## config.mk

```make
export PLATFORM = sky130hd
export DESIGN_NAME = memwb_pipe_stage
export DESIGN_NICKNAME = d
export VERILOG_FILES = /design/src/rtl/pipe_pkg.sv /design/src/rtl/pipe_skid_buf.sv /design/src/rtl/memwb_pipe_stage.sv
export SDC_FILE = /design/constraint.sdc
export NUM_CORES = 1
export LEC_CHECK = 0
export CORE_MARGIN = 3
export CORE_UTILIZATION = 51
export DETAILED_ROUTE_END_ITERATION = 10
export PLACE_DENSITY = 0.81
export RECOVER_POWER = 50
export SYNTH_ARGS = -nofsm -noshare
export SYNTH_HDL_FRONTEND = slang
export SYNTH_SLANG_ARGS = --single-unit
export TNS_END_PERCENT = 20
```

## constraint.sdc

```tcl
create_clock -name clk -period 6.8 [get_ports clk]
set_clock_uncertainty 0.2 [all_clocks]
set_input_delay 0.68 -clock clk [delete_from_list [all_inputs] [get_ports clk]]
set_output_delay 0.68 -clock clk [all_outputs]
set_load 0.01 [all_outputs]
```

## src/rtl/pipe_pkg.sv

```systemverilog
// Shared MEM/WB definitions: WB control bit positions and the packed stage payload.
package pipe_pkg;

  localparam int unsigned WB_REGWRITE = 0;
  localparam int unsigned WB_MEMTOREG = 1;

  localparam int unsigned DEF_DATA_W = 32;
  localparam int unsigned DEF_REG_W  = 5;
  localparam int unsigned DEF_WB_W   = 2;

  // Field order matches the flattened payload vector used inside the stage
  typedef struct packed {
    logic [DEF_WB_W-1:0]   wb;
    logic [DEF_DATA_W-1:0] data_mem;
    logic [DEF_DATA_W-1:0] add;
    logic [DEF_REG_W-1:0]  regd;
  } memwb_t;

  function automatic int unsigned memwb_width(input int unsigned wb_w,
                                              input int unsigned data_w,
                                              input int unsigned reg_w);
    return wb_w + 2 * data_w + reg_w;
  endfunction

endpackage

```

## src/rtl/pipe_skid_buf.sv

```systemverilog
// Two-entry valid/ready skid buffer with synchronous flush; in_ready comes straight from a flop.
module pipe_skid_buf #(
  parameter int unsigned W = 8
) (
  input  logic         clk,
  input  logic         rst,
  input  logic         flush,
  input  logic         in_valid,
  output logic         in_ready,
  input  logic [W-1:0] in_data,
  output logic         out_valid,
  input  logic         out_ready,
  output logic [W-1:0] out_data
);

  logic         main_valid_q, main_valid_n;
  logic         skid_valid_q, skid_valid_n;
  logic         ready_q, ready_n;
  logic [W-1:0] main_q, main_n;
  logic [W-1:0] skid_q, skid_n;
  logic         accept;
  logic         emit;

  assign accept = in_valid & ready_q;
  assign emit   = main_valid_q & out_ready;

  // Next-state: refill main from skid first, otherwise take the new entry into whichever slot frees up
  always_comb begin
    main_valid_n = main_valid_q;
    skid_valid_n = skid_valid_q;
    main_n       = main_q;
    skid_n       = skid_q;
    if (flush) begin
      main_valid_n = 1'b0;
      skid_valid_n = 1'b0;
    end else if (emit && skid_valid_q) begin
      main_n       = skid_q;
      skid_valid_n = 1'b0;
    end else if (emit || !main_valid_q) begin
      main_valid_n = accept;
      if (accept) main_n = in_data;
    end else if (accept) begin
      skid_valid_n = 1'b1;
      skid_n       = in_data;
    end
    ready_n = ~skid_valid_n;
  end

  always_ff @(posedge clk or posedge rst) begin
    if (rst) begin
      main_valid_q <= 1'b0;
      skid_valid_q <= 1'b0;
      ready_q      <= 1'b1;
      main_q       <= '0;
      skid_q       <= '0;
    end else begin
      main_valid_q <= main_valid_n;
      skid_valid_q <= skid_valid_n;
      ready_q      <= ready_n;
      main_q       <= main_n;
      skid_q       <= skid_n;
    end
  end

  assign in_ready  = ready_q;
  assign out_valid = main_valid_q;
  assign out_data  = main_q;

endmodule

```

## src/rtl/memwb_pipe_stage.sv

```systemverilog
// MEM/WB pipeline register with valid/ready handshake, optional skid entry, flush and stall counter.
module memwb_pipe_stage
  import pipe_pkg::*;
#(
  parameter int unsigned DATA_W = 32,
  parameter int unsigned REG_W  = 5,
  parameter int unsigned WB_W   = 2,
  parameter int unsigned SKID   = 1,
  parameter int unsigned CNT_W  = 16
) (
  input  logic              clk,
  input  logic              reset_in,
  input  logic              flush_in,
  input  logic              in_valid,
  output logic              in_ready,
  input  logic [WB_W-1:0]   WB_in,
  input  logic [DATA_W-1:0] Add_in,
  input  logic [DATA_W-1:0] DataMem_in,
  input  logic [REG_W-1:0]  Regd_in,
  output logic              out_valid,
  input  logic              out_ready,
  output logic [WB_W-1:0]   WB_out,
  output logic [DATA_W-1:0] Add_out,
  output logic [DATA_W-1:0] DataMem_out,
  output logic [REG_W-1:0]  Regd_out,
  output logic [CNT_W-1:0]  stall_cnt
);

  localparam int unsigned PAY_W = memwb_width(WB_W, DATA_W, REG_W);

  logic [PAY_W-1:0] in_pay;
  logic [PAY_W-1:0] main_pay;
  logic             main_valid;

  assign in_pay = {WB_in, DataMem_in, Add_in, Regd_in};

  if (SKID != 0) begin : g_skid
    pipe_skid_buf #(.W(PAY_W)) u_skid_buf (
      .clk       (clk),
      .rst       (reset_in),
      .flush     (flush_in),
      .in_valid  (in_valid),
      .in_ready  (in_ready),
      .in_data   (in_pay),
      .out_valid (main_valid),
      .out_ready (out_ready),
      .out_data  (main_pay)
    );
  end else begin : g_single
    // Single entry: ready passes through combinationally so full throughput needs no second slot
    assign in_ready = out_ready | ~main_valid;

    always_ff @(posedge clk or posedge reset_in) begin
      if (reset_in) begin
        main_valid <= 1'b0;
        main_pay   <= '0;
      end else if (flush_in) begin
        main_valid <= 1'b0;
      end else if (in_valid && in_ready) begin
        main_valid <= 1'b1;
        main_pay   <= in_pay;
      end else if (main_valid && out_ready) begin
        main_valid <= 1'b0;
      end
    end
  end

  // Masking WB keeps a stale RegWrite from reaching the register file
  assign out_valid   = main_valid;
  assign WB_out      = main_valid ? main_pay[PAY_W-1 -: WB_W] : '0;
  assign DataMem_out = main_pay[REG_W+DATA_W +: DATA_W];
  assign Add_out     = main_pay[REG_W +: DATA_W];
  assign Regd_out    = main_pay[REG_W-1:0];

  always_ff @(posedge clk or posedge reset_in) begin
    if (reset_in) begin
      stall_cnt <= '0;
    end else if (main_valid && !out_ready && (stall_cnt != '1)) begin
      stall_cnt <= stall_cnt + CNT_W'(1);
    end
  end

endmodule
```

==> results_dict.tcl, run 1 <==
set metrics [dict create \
    worstHoldPathType "flip-flop to flip-flop" \
    cp-end-kind "asynchronous set/reset pin" \
    cts_hold_buffers 0 \
    cts-root-buf "clkbuf_16" \
    synth-seq-cells 161 \
    fmax_mhz 246 \
    finalHoldViolCount 0 \
    final_area_mm2 0.00922 \
    violations "capacitance limit, slew limit" \
    fillers 1051 \
    slew_headroom -1.51 \
    clk_latency_ns 0.41 \
    crit_arrival_ns 4.28 \
    die_w_um 126 \
    ir_worst_vdd_mv 0.196 \
    period_share 0.598 \
    post-dp-hpwl_mm 9.69 \
    io_pins 165 \
    grtUsageMet2 0.314 \
    fin_crit_ns 4.06 \
    synth_compound_area_frac 0.0605 \
    cts_resized 0 \
    yosysWarnings 0 \
    grt_max_degree 93 \
    clk_pin_slew_worst_paths_ns 0.06 \
    die_h_um 126 \
    vias_per_cell 5.25 \
    final_nets 784 \
    detailroute.via_count 4726 \
    grtUsageMet1 0.252 \
    synthSimpleGateAreaFrac 0.0704 \
    io_buffers 164 \
    setup_viol 0 \
    leakage_nw 4.29 \
    place_area_mm2 0.00859 \
    hold_slack_ns 0.282 \
    cts.sink_count 161 \
    grt_pass1_wl_mm 24.7 \
    drv_slew 89 \
    syn_area_per_cell_um2 11.8 \
    antenna_cells 0 \
    grt_most_used_layer "met2" \
    post_cts.repair.setup_buffers 0 \
    synth_top_family_by_area "multiplexers" \
    cts_tree "done" \
    placedCellCount 868 \
    final_cell_mix "dfrtp_1, dlygate4sd3_1, clkdlybuf4s50_1, nor2_1, a21oi_1" \
    ys_seq_area_frac 0.551 \
    place.gp.congestion 0.844 \
    start_kind "input port" \
    postSynthCellCount 620 \
    core-area_mm2 0.0139 \
    yosysUniqueCellTypes 34 \
    clk_path_buf_depth 2 \
    drt-pass1-iter-count 5 \
    avgRoutedWirePerCell_um 16.2 \
    dieArea_mm2 0.0158 \
    layout_commonest_cell "dfrtp_1" \
    instances_no_fill 900 \
    drt_iter0_drc 245 \
    wirelength_mm 14.6 \
    synth_nets 697 \
    worstMarginPinSlew_ns 3.75 \
    area_delta_synth_final_pct 25.9 \
    synthXorXnorAreaFrac 0.0120 \
    syn_area_mm2 0.00732 \
    grt_antenna_before_repair 1 \
    postRouteAntennaNets 0 \
    grt_pass1_vias 5012 \
    post_route_cells_drive_above_1_share 0.147 \
    met3_usage 0.0543 \
    drt_drc_violations_left 0 \
    worst-setup-path-type "input port to asynchronous set/reset pin" \
    crit_fanout 88 \
    fp-row-count 43 \
    finish.utilization 0.661 \
    overflow 0 \
    muxShareOfSynthArea 0.211 \
    grt_usage 0.193 \
    cap_violations 1 \
    cts_made_buffers 17 \
    fin_ws_ns 2.74 \
    initial_core_util 0.525 \
    fin_setup_tns_ns 0 \
    pwr_density_cell_mw_per_mm2 309 \
    synth_fa_ha_area_frac 0.00171 \
    status "finished, violations left" \
    place_ws_ns 3.63 \
    cts_max_level 4 \
    rsz0062_at_grt "no" \
    finalPower_mw 2.85 \
    cp_data_required_time_ns 7.02 \
]
==> state kept, by name (all words and copies together) (netlist names) <==
name                            count
g_skid.u_skid_buf.skid_valid_q      1
g_skid.u_skid_buf.in_ready          1
stall_cnt                          16
g_skid.u_skid_buf.out_valid         1
g_skid.u_skid_buf.out_data         71
g_skid.u_skid_buf.skid_q           71
==> worst paths after layout <==
| kind | from | to | slack (ns) | cells past startpoint |
|---|---|---|---|---|
| min in group asynchronous | reset_in | g_skid.u_skid_buf.out_data[55]$_DFFE_PP0P_ | 1.49 | 2 |
| max in group clk | stall_cnt[0]$_DFFE_PP0P_ | stall_cnt[1]$_DFFE_PP0P_ | 3.87 | 5 |
| hold / removal | g_skid.u_skid_buf.skid_q[4]$_DFFE_PP0P_ | g_skid.u_skid_buf.skid_q[4]$_DFFE_PP0P_ | 0.28 | 1 |
| hold reg to reg | g_skid.u_skid_buf.skid_q[4]$_DFFE_PP0P_ | g_skid.u_skid_buf.skid_q[4]$_DFFE_PP0P_ | 0.28 | 1 |
| setup / recovery | reset_in | g_skid.u_skid_buf.out_data[54]$_DFFE_PP0P_ | 2.74 | 3 |
| setup reg to reg | stall_cnt[0]$_DFFE_PP0P_ | stall_cnt[1]$_DFFE_PP0P_ | 3.87 | 5 |
==> cell usage after synthesis <==
master      n  share of area
a211oi_2    1         0.0017
a21oi_1    74          0.051
a31oi_1     4         0.0034
and2_1      3         0.0026
and3_1      1        0.00086
and4_1      1         0.0012
and4b_1     1         0.0014
buf_1       1        0.00051
buf_2      24          0.016
buf_4      69          0.071
clkbuf_1    7         0.0036
dfrtp_1   160           0.55
dfstp_2     1         0.0036
ha_1        1         0.0017
inv_1       5         0.0026
mux2_1      6         0.0092
mux2_2     68           0.10
mux2i_1    71          0.097
nand2_1     9         0.0046
nand2b_1    1        0.00086
nand3_1     3         0.0021
nand3_2     1         0.0014
nand4_1     6         0.0051
nor2_1     74          0.038
nor2b_1     2         0.0017
nor3_1      5         0.0034
nor3_2      1         0.0014
nor4_1      2         0.0017
nor4_4      1         0.0029
nor4bb_1    1         0.0014
o21ai_0     5         0.0034
o311a_1     1         0.0014
xnor2_1     3         0.0036
xor2_1      7         0.0084
==> final cells by class <==
cell class	instances	area (um2)	share of cell area
repair buffers	169	1680	0.182
flip-flops and latches	161	4030	0.437
clock inverters	11	211	0.0229
inverters	5	20.0	0.00217
well taps	180	225	0.0244
multi-input cells	353	2610	0.283
clock buffers	21	440	0.0478
==> worst max-delay path: stages <==
cell and delay (ns):
clkdlybuf4s50_1 0.41, clkinvlp_2 2.09, buf_4 1.00
==> report_power, final <==
| part | total [mW] | internal [mW] | switching, mW |
|---|---|---|---|
| clock | 1.05 | 0.687 | 0.359 |
| sequential | 1.29 | 1.16 | 0.121 |
| combinational | 0.516 | 0.299 | 0.217 |
| total | 2.85 | 2.15 | 0.697 |
==> layer usage <==
| layer | part of all wire | up-vias |
|---|---|---|
| met1 | 0.43 | 2314 |
| met4 | 0.017 | 2 |
| met5 | 0.00089 | - |
| met2 | 0.49 | 137 |
| li1 | - | 2251 |
| met3 | 0.060 | 22 |
==> logic make-up (layout without fill, tap and decap cells) <==
group	Yosys count	in the layout
adder cells (fa/ha/maj)	1	1
XOR/XNOR	10	10
AO/OA/AOI/OAI	85	85
buffers and inverters	106	206
flip-flops	161	161
AND/OR/NAND/NOR	112	112
multiplexers	145	145
No activity file was read; power rests on OpenSTA's default activity.
==> run 2, diff against run 1 <==
Clock period 6.8 ns to 4 ns, I/O delays scaled along.
==> results_dict.tcl, run 2 (same netlist as run 1, synthesis figures left out) <==
set metrics [dict create \
    status "finished, violations left" \
    violations "capacitance limit, slew limit" \
    finish.utilization 0.660 \
    leakage_nw 4.27 \
    antenna_cells 0 \
    period_share 0.700 \
    cp_data_required_time_ns 3.89 \
    path_cells "dlygate4sd3_1 -> clkinvlp_4 -> clkbuf_4" \
    pwr_density_cell_mw_per_mm2 512 \
    die_h_um 126 \
    post-dp-hpwl_mm 9.95 \
    fin_crit_ns 2.80 \
    place.gp.congestion 0.801 \
    final_area_mm2 0.00919 \
    grt_pass1_vias 4901 \
    cts_resized 0 \
    crit_slowest_cell "clkbuf_4" \
    crit_fanout 161 \
    finalPower_mw 4.71 \
    final_cell_mix "dfrtp_1, clkdlybuf4s50_1, nor2_1, a21oi_1, mux2i_1" \
    final_nets 784 \
    area_delta_synth_final_pct 25.6 \
    cts_max_level 4 \
    cts_tree "done" \
    clk_pin_slew_worst_paths_ns 0.06 \
    rsz0062_at_grt "no" \
    place_ws_ns 1.29 \
    layout_commonest_cell "dfrtp_1" \
    slowest_delay_ns 1.46 \
    cts-root-buf "clkbuf_16" \
    cts_made_buffers 17 \
    fillers 1021 \
    cp-end-kind "asynchronous set/reset pin" \
    grt_antenna_before_repair 0 \
    drt_drc_violations_left 0 \
    initial_core_util 0.525 \
    cts.sink_count 161 \
    drv_slew 162 \
    fp-row-count 43 \
    vias_per_cell 5.33 \
    cts_hold_buffers 0 \
    grt_max_degree 162 \
    post_cts.repair.setup_buffers 0 \
    crit_arrival_ns 2.69 \
    post_route_cells_drive_above_1_share 0.146 \
    start_kind "input port" \
    wirelength_mm 15.1 \
    core-area_mm2 0.0139 \
    fin_ws_ns 1.20 \
    ir_worst_vdd_mv 0.375 \
    worst-setup-path-type "input port to asynchronous set/reset pin" \
    avgRoutedWirePerCell_um 16.7 \
    drt-pass1-iter-count 4 \
    setup_viol 0 \
    detailroute.via_count 4795 \
    fin_setup_tns_ns 0 \
    overflow 0 \
    worstHoldPathType "flip-flop to flip-flop" \
    cap_violations 1 \
    place_area_mm2 0.00862 \
    die_w_um 126 \
    finalHoldViolCount 0 \
    critPathTopFamily "buffers and inverters" \
    dieArea_mm2 0.0158 \
    clk_latency_ns 0.42 \
    slew_headroom -0.428 \
    fmax_mhz 357 \
    drt_iter0_drc 263 \
    grt_pass1_wl_mm 24.6 \
    clk_path_buf_depth 2 \
    io_buffers 164 \
    io_pins 165 \
    grt_usage 0.195 \
    postRouteAntennaNets 0 \
    worstPathBufferInverterCount 3 \
    worstMarginPinSlew_ns 2.14 \
]
-- run 2: cell types whose count changed in the layout (fill, tap and decap cells not counted), moves of 2 or more --
cell / previous run / this run
buf_12: 0 / 2
dlygate4sd3_1: 89 / 40
buf_4: 5 / 2
clkbuf_1: 4 / 6
clkdlybuf4s50_1: 75 / 124
bufinv_16: 6 / 2
clkbuf_8: 0 / 4
-- run 2: cell type report --
| cell class | count | area [um2] | share of cell area |
|---|---|---|---|
| sequential | 161 | 4030 | 0.438 |
| multi-input combinational | 353 | 2630 | 0.286 |
| timing repair buffer | 169 | 1700 | 0.185 |
| clock buffer | 27 | 503 | 0.0547 |
| tap | 180 | 225 | 0.0245 |
| clock inverter | 5 | 78.8 | 0.00857 |
| inverter | 5 | 22.5 | 0.00245 |
-- run 2: worst paths after layout --
check,start,to,slack [ns],cells after the start
setup reg to reg,g_skid.u_skid_buf.out_valid$_DFFE_PP0P_,g_skid.u_skid_buf.out_data[42]$_DFFE_PP0P_,1.72,5
hold reg to reg,g_skid.u_skid_buf.skid_q[6]$_DFFE_PP0P_,g_skid.u_skid_buf.skid_q[6]$_DFFE_PP0P_,0.28,1
setup / recovery,reset_in,stall_cnt[4]$_DFFE_PP0P_,1.20,3
min in group asynchronous,reset_in,g_skid.u_skid_buf.out_data[20]$_DFFE_PP0P_,1.01,3
max in group clk,g_skid.u_skid_buf.out_valid$_DFFE_PP0P_,g_skid.u_skid_buf.out_data[42]$_DFFE_PP0P_,1.72,5
hold / removal,g_skid.u_skid_buf.skid_q[6]$_DFFE_PP0P_,g_skid.u_skid_buf.skid_q[6]$_DFFE_PP0P_,0.28,1
-- run 2: through the flow --
| step | hold WS (ns) | cells |
|---|---|---|
| floorplan | 0.257 | 620 |
| global placement | 0.266 | 868 |
| detailed placement | 0.278 | 868 |
| CTS | 0.290 | 900 |
| global route | 0.301 | 900 |
| finish | 0.285 | 900 |
-- run 2: power by group --
part	internal, mW	switching (mW)
clock network	0.986	0.612
registers	1.98	0.215
logic	0.539	0.375
total	3.50	1.20
-- run 2: metal layers --
metal	up-vias	global-route usage	wire length, um
li1	2251	-	-
met4	0	0.0555	169
met2	143	0.327	7760
met1	2387	0.244	6270
met5	-	0	0
met3	14	0.0649	855
==> run 3, diff against run 2 <==
Clock period 4 ns to 2.7 ns, I/O delays scaled along.
==> results_dict.tcl, run 3 (same netlist as run 1, synthesis figures left out) <==
set metrics [dict create \
    fp-row-count 43 \
    vias_per_cell 5.33 \
    drv_slew 0 \
    slew_headroom 0.319 \
    die_w_um 126 \
    avgRoutedWirePerCell_um 17.2 \
    drt_iter0_drc 195 \
    io_pins 165 \
    cts_tree "done" \
    pwr_density_cell_mw_per_mm2 793 \
    crit_slowest_cell "clkdlybuf4s50_1" \
    grt_max_degree 81 \
    fillers 989 \
    post_route_cells_drive_above_1_share 0.155 \
    worstMarginPinSlew_ns 1.02 \
    post-dp-hpwl_mm 10.5 \
    setup_viol 0 \
    worstHoldPathType "input port to asynchronous set/reset pin" \
    fin_crit_ns 2.09 \
    clk_latency_ns 0.41 \
    area_delta_synth_final_pct 28.0 \
    seq_area_mm2 0.00403 \
    detailroute.via_count 4840 \
    final_area_mm2 0.00937 \
    fin_setup_tns_ns 0 \
    drt_drc_violations_left 0 \
    worstPathBufferInverterCount 1 \
    period_share 0.774 \
    cap_violations 0 \
    cts_hold_buffers 0 \
    r2r-start "g_skid.u_skid_buf.out_valid$_DFFE_PP0P_" \
    fmax_mhz 478 \
    core-area_mm2 0.0139 \
    ir_worst_vdd_mv 0.453 \
    grt_antenna_before_repair 0 \
    overflow 0 \
    crit_arrival_ns 1.62 \
    clk_path_buf_depth 2 \
    path_cells "and2_1 -> clkdlybuf4s50_1" \
    place_area_mm2 0.00872 \
    worst-setup-path-type "flip-flop to output port" \
    place.gp.congestion 0.824 \
    post_cts.repair.setup_buffers 0 \
    status "completed" \
    crit_start "g_skid.u_skid_buf.out_valid$_DFFE_PP0P_" \
    critPathTopFamily "buffers and inverters" \
    grt_pass1_wl_mm 25.8 \
    cts-root-buf "clkbuf_16" \
    final_nets 792 \
    multi_input_area_mm2 0.00263 \
    drt-pass1-iter-count 4 \
    grt_pass1_vias 5117 \
    postRouteAntennaNets 0 \
    io_buffers 164 \
    layout_commonest_cell "dfrtp_1" \
    dieArea_mm2 0.0158 \
    finalHoldViolCount 0 \
    slowest_delay_ns 0.53 \
    start_kind "flip-flop" \
    initial_core_util 0.525 \
    final_cell_mix "dfrtp_1, clkdlybuf4s50_1, nor2_1, a21oi_1, mux2i_1" \
    cp-end-kind "output port" \
    die_h_um 126 \
    crit_fanout 9 \
    antenna_cells 0 \
    grt_usage 0.202 \
    cts_made_buffers 17 \
    leakage_nw 4.34 \
    wirelength_mm 15.6 \
    cts_max_level 4 \
    cts_resized 0 \
    clk_pin_slew_worst_paths_ns 0.06 \
    cp_data_required_time_ns 2.23 \
    cts.sink_count 161 \
    rsz0062_at_grt "no" \
    finalPower_mw 7.43 \
]
==> run 3: cell types whose count changed in the layout (fill, tap and decap cells not counted), sizes merged <==
cell,delta
buf,+2
bufinv,+5
clkbuf,-2
clkdlybuf4s50,-1
clkinv,-1
clkinvlp,+2
dlygate4sd3,+1
inv,+2
==> run 3: metrics by stage <==
step                       util  setup slack, ns  hold slack [ns]  cells
after floorplan               -            0.188            0.133    620
after global placement    0.626            0.388            0.266    876
after detailed placement  0.626            0.340            0.276    876
after CTS                 0.675            0.581           0.0538    908
after global routing      0.673            0.277            0.282    908
final                     0.673            0.609            0.286    908
==> run 3: cell type report <==
type	instances	share of cell area
clock buffer	19	0.0462
tap	180	0.0240
multi-input combinational	353	0.281
inverter	5	0.00214
sequential	161	0.430
timing repair buffer	177	0.190
clock inverter	13	0.0274
==> run 3: power by group <==
group,switching [mW],internal [mW],leakage (nW)
Clock,0.969,1.83,0.328
Sequential,0.327,2.93,1.89
Combinational,0.559,0.808,2.12
Total,1.86,5.57,4.34
==> run 3: final timing paths <==
| path | end | slack [ns] | depth (start not counted) |
|---|---|---|---|
| worst max-delay path | WB_out[0] | 0.61 | 2 |
| worst min-delay path | g_skid.u_skid_buf.skid_q[20]$_DFFE_PP0P_ | 0.29 | 2 |
| worst max register to register | stall_cnt[12]$_DFFE_PP0P_ | 0.61 | 4 |
| worst min register to register | g_skid.u_skid_buf.skid_q[1]$_DFFE_PP0P_ | 0.29 | 1 |
| max in group asynchronous | g_skid.u_skid_buf.out_data[17]$_DFFE_PP0P_ | 0.62 | 3 |
| min in group clk | g_skid.u_skid_buf.skid_q[1]$_DFFE_PP0P_ | 0.29 | 1 |
==> run 3: layer usage <==
| layer | part of all wire | track usage | wire length, um |
|---|---|---|---|
| met5 | 0 | 0 | 0 |
| met2 | 0.51 | 0.344 | 7970 |
| met3 | 0.063 | 0.0589 | 990 |
| met4 | 0.019 | 0.0688 | 296 |
| met1 | 0.41 | 0.247 | 6380 |
